### src/rtl/ram_clr_seq.sv
// ram_clr_seq: parametrised single-port RAM that zeroes itself after reset or on request.
// Define RAM_CLR_SEQ_REG_OUT_EN for a registered read port (1-cycle latency, old data on read-during-write).
module ram_clr_seq #(
  parameter int WIDTH  = 16,
  parameter int DEPTH  = 128,
  parameter int ADDR_W = 7
) (
  input  logic              clock,
  input  logic              reset,
  input  logic [WIDTH-1:0]  ram_in,
  input  logic [ADDR_W-1:0] ram_add,
  input  logic              write,
  input  logic              ram_clr,
  output logic [WIDTH-1:0]  ram_out,
  output logic              ram_busy,
  output logic              ram_drop
);
  typedef enum logic {CLEAR, IDLE} state_t;
  state_t            state_q, state_d;
  logic [ADDR_W-1:0] cnt_q, cnt_d;
  logic              drop_q, drop_d;
  logic [WIDTH-1:0]  mem_q [DEPTH];
  logic              in_rng, busy, last, we;
  logic [ADDR_W-1:0] waddr;
  logic [WIDTH-1:0]  wdata;
  // one extra bit so DEPTH == 2**ADDR_W still compares correctly
  assign in_rng   = {1'b0, ram_add} < (ADDR_W+1)'(DEPTH);
  assign busy     = state_q == CLEAR;
  assign last     = cnt_q == ADDR_W'(DEPTH - 1);
  assign ram_busy = busy;
  assign ram_drop = drop_q;
  always_comb begin
    state_d = state_q;
    cnt_d   = cnt_q;
    drop_d  = write && (busy || ram_clr || !in_rng);
    we      = 1'b0;
    waddr   = ram_add;
    wdata   = ram_in;
    if (ram_clr) begin
      state_d = CLEAR;
      cnt_d   = '0;
    end else if (busy) begin
      we      = 1'b1;
      waddr   = cnt_q;
      wdata   = '0;
      cnt_d   = cnt_q + 1'b1;
      state_d = last ? IDLE : CLEAR;
    end else begin
      we = write && in_rng;
    end
  end
  always_ff @(posedge clock or posedge reset) begin
    if (reset) begin
      state_q <= CLEAR;
      cnt_q   <= '0;
      drop_q  <= 1'b0;
    end else begin
      state_q <= state_d;
      cnt_q   <= cnt_d;
      drop_q  <= drop_d;
    end
  end
  always_ff @(posedge clock) begin
    if (we) mem_q[waddr] <= wdata;
  end
`ifdef RAM_CLR_SEQ_REG_OUT_EN
  logic [WIDTH-1:0] out_q;
  always_ff @(posedge clock or posedge reset) begin
    if (reset) out_q <= '0;
    else       out_q <= (busy || !in_rng) ? '0 : mem_q[ram_add];
  end
  assign ram_out = out_q;
`else
  assign ram_out = (busy || !in_rng) ? '0 : mem_q[ram_add];
`endif
endmodule
### config.mk
export PLATFORM = sky130hd
export DESIGN_NAME = ram_clr_seq
export DESIGN_NICKNAME = d
export VERILOG_FILES = /design/src/rtl/ram_clr_seq.sv
export SDC_FILE = /design/constraint.sdc
export NUM_CORES = 2
export LEC_CHECK = 0
export CORE_ASPECT_RATIO = 0.8
export CORE_MARGIN = 2
export CORE_UTILIZATION = 30
export DETAILED_ROUTE_END_ITERATION = 10
export SYNTH_ARGS = -nofsm -noshare
export SYNTH_HDL_FRONTEND = slang
export SYNTH_SLANG_ARGS = --single-unit
### constraint.sdc
create_clock -name clock -period 4.3 [get_ports clock]
set_clock_uncertainty 0.05 [all_clocks]
set_input_delay 0.645 -clock clock [delete_from_list [all_inputs] [get_ports clock]]
set_output_delay 0.645 -clock clock [all_outputs]
set_load 0.005 [all_outputs]
==> results_dict.tcl <==
set metrics [dict create \
    outcome "completed" \
    grt_pass1_wl_um 306300 \
    dieArea_um2 270600 \
    critPathMaxStageDelay_ns 0.51 \
    start_util 0.3017 \
    viasPerCell 5.099 \
    gp_congestion 0.8435 \
    drcViolationCount 0 \
    design_area_um2 96910 \
    slew_headroom 0.4039 \
    crit_path_top_delay_cell "or4b_4" \
    clock_sinks 2057 \
    yosysWarnings 0 \
    timing_worst_slew_pin_value_ns 0.8942 \
    htree_levels 4 \
    dr.pass1.iters 8 \
    synthToLayoutAreaGrowth_pct 21.24 \
    wl_per_cell_um 26.19 \
    report.final.slew_viol_count 0 \
    power.leakage_nw 31.77 \
    antenna_left 0 \
    rows 169 \
    worstSetupStartpointType "input port" \
    syn_avg_cell_area_um2 20.04 \
    fmax_mhz 235.0 \
    p_per_area_nw_per_um2 426.4 \
    first_global_vias 41081 \
    path_common_cell "buf_4" \
    fillers 24173 \
    gr-usage-met3 0.02729 \
    finalHoldViolations 0 \
    cts_tree "yes" \
    cp-end-kind "output pin" \
    r2r_setup_slack_ns 1.13 \
    finalCritPeriodShare 0.9894 \
    synth-seq-cells 2057 \
    vias 42110 \
    yosysSeqAreaShare 0.7722 \
    synth_area_leader_cell "edfxtp_1" \
    grt_use_total 0.1571 \
    critical_path.top_delay_family "buffers and inverters" \
    io_buffers 44 \
    worstPathArrival_ns 3.56 \
    synth_commonest_cells "2,048 x edfxtp_1, 385 x mux2i_1, 290 x mux4_2, 182 x nor2_1, 175 x a22oi_1" \
    drt_iter0_markers 5566 \
    grt-ovfl-total 0 \
    grt_max_degree 129 \
    nNetsFinal 4618 \
    synth_cell_types 49 \
    grt_busiest_layer "met2" \
    cts_made_buffers 196 \
    hold_class "in2async" \
    yosys_most_used_dff "edfxtp_1" \
    met2_usage 0.2449 \
    antenna_cells 0 \
    rsz0062_at_grt "true" \
    peakVddDrop_v 0.0003571 \
    clk_latency_ns 0.83 \
    cp.required_ns 3.61 \
    crit_path_cell_trace "clkdlybuf4s50_1 -> buf_4 -> or4b_4 -> buf_12 -> a2111oi_2 -> a31oi_1 -> buf_4 -> o311a_4 -> a41oi_2 -> buf_4 -> clkdlybuf4s50_1" \
    crit_type "in2out" \
    antenna_found_initial 7 \
    synth_cells 3988 \
    dieWidth_um 581.1 \
    fp.dieH_um 465.7 \
    ios 45 \
    synth_area_um2 79930 \
    clockBufferDepth 3 \
    period_needed_ns 4.255 \
    wl_um 216300 \
    cp_max_fo 16 \
    synth_edf_count 2048 \
    syn-num-nets 4016 \
    clkTransAtPathRegs_ns 0.06 \
    core_area_um2 265000 \
    power_mw 41.32 \
    synthTopCellsByArea "edfxtp_1 77%, mux4_2 8.2%, mux2i_1 4.8%" \
    setup_violations 0 \
    cap_violations 0 \
    hold_buffers 0 \
    clockRootBuffer "clkbuf_16" \
    yosysTopAreaCellShare 0.7694 \
    placed_area_um2 89240 \
    synthArstFlopShare 0.004375 \
    hpwl_um 134400 \
    cp_num_buf_inv 6 \
    synth.most_common_cell "edfxtp_1" \
    layout-drive-gt1-share 0.2958 \
    use_met1 0.2289 \
]
-- path summary, 6_finish.rpt --
check,from,end,cells past startpoint
min,reset,state_q,2
max in group asynchronous,reset,cnt_q[1],2
min reg2reg,cnt_q[3],cnt_q[3],2
min in group clock,cnt_q[3],cnt_q[3],2
max,ram_add[5],ram_out[13],11
max reg2reg,state_q,mem_q[43][5],6
-- cell type report --
| type | instances | area [um2] | share of cell area |
|---|---|---|---|
| clock buffer | 243 | 5124 | 0.05287 |
| clock inverter | 118 | 969.7 | 0.01001 |
| inverter | 6 | 26.28 | 0.0002711 |
| multi-input combinational | 1695 | 18000 | 0.1858 |
| sequential | 2057 | 61720 | 0.6369 |
| tap | 3505 | 4385 | 0.04525 |
| timing repair buffer | 634 | 6679 | 0.06892 |
-- state kept, by name (all words and copies together), names as in the netlist --
register  count
state_q       1
ram_drop      1
cnt_q         7
mem_q      2048
-- metrics by stage --
step / setup slack [ns] / std cells / utilization / hold slack (ns) / setup TNS (ns)
after floorplan: 0.5356 / 3988 / - / 0.4229 / 0
after global placement: -0.8640 / 7872 / 0.3368 / 0.5665 / -8.100
after detailed placement: -0.8828 / 7872 / 0.3368 / 0.5715 / -8.074
after CTS: -0.07513 / 8257 / 0.3650 / 0.4038 / -0.1091
after global routing: -0.003846 / 8258 / 0.3658 / 0.3747 / -0.003846
final: 0.04542 / 8258 / 0.3658 / 0.3736 / 0
-- per-layer routing --
metal	vias to the layer above	routed length (um)
li1	17714	-
met1	22282	93960
met2	1857	100200
met3	257	17840
met4	0	4282
met5	-	0
-- worst register-to-register path: cells and delay by family, from the launching register on --
family / cells / cell delay [ns]
AO/OA/AOI/OAI: 1 / 0.58
flip-flops: 1 / 0.54
AND/OR/NAND/NOR: 3 / 1.16
buffers and inverters: 2 / 0.54
-- logic make-up (layout without fill, tap and decap cells) --
kind of cell               after synthesis  after routing  synth area share
DFF                                   2057           2057            0.7722
muxes                                  768            768            0.1430
AOI/OAI and AO/OA                      499            499           0.04384
and+or+nand+nor                        422            422           0.02392
buffers and inverters                  236           1001           0.01631
xor gates and xnor gates                 5              5         0.0005480
adders and majority gates                1              1         0.0001565
-- cells in the final DEF (no fill, tap or decap), types with 67 or more instances in the layout --
master	count
clkbuf_16	199
a21oi_1	67
mux4_2	290
mux2_2	79
a22oi_1	155
edfxtp_1	2048
nor2_1	175
buf_4	451
buf_12	110
mux2i_1	383
nand2_1	75
-- where the power goes --
group	switching [mW]	internal, mW	total, mW	leakage (nW)
clock	7.38	9.28	16.7	2.98
combinational	1.54	1.01	2.55	9.98
sequential	0.0155	22.1	22.1	18.8
total	8.93	32.4	41.3	31.8
-- what timing repair did --
| item | 4_1_cts | 5_1_grt |
|---|---|---|
| gates cloned | 8 | 1 |
| endpoints found under the setup margin | 16 | 7 |
| setup buffers | 21 | 2 |
| gates resized for setup | 194 | 39 |
| pin swaps | 38 | 11 |
Note: power is estimated with default switching activity, not from simulation.
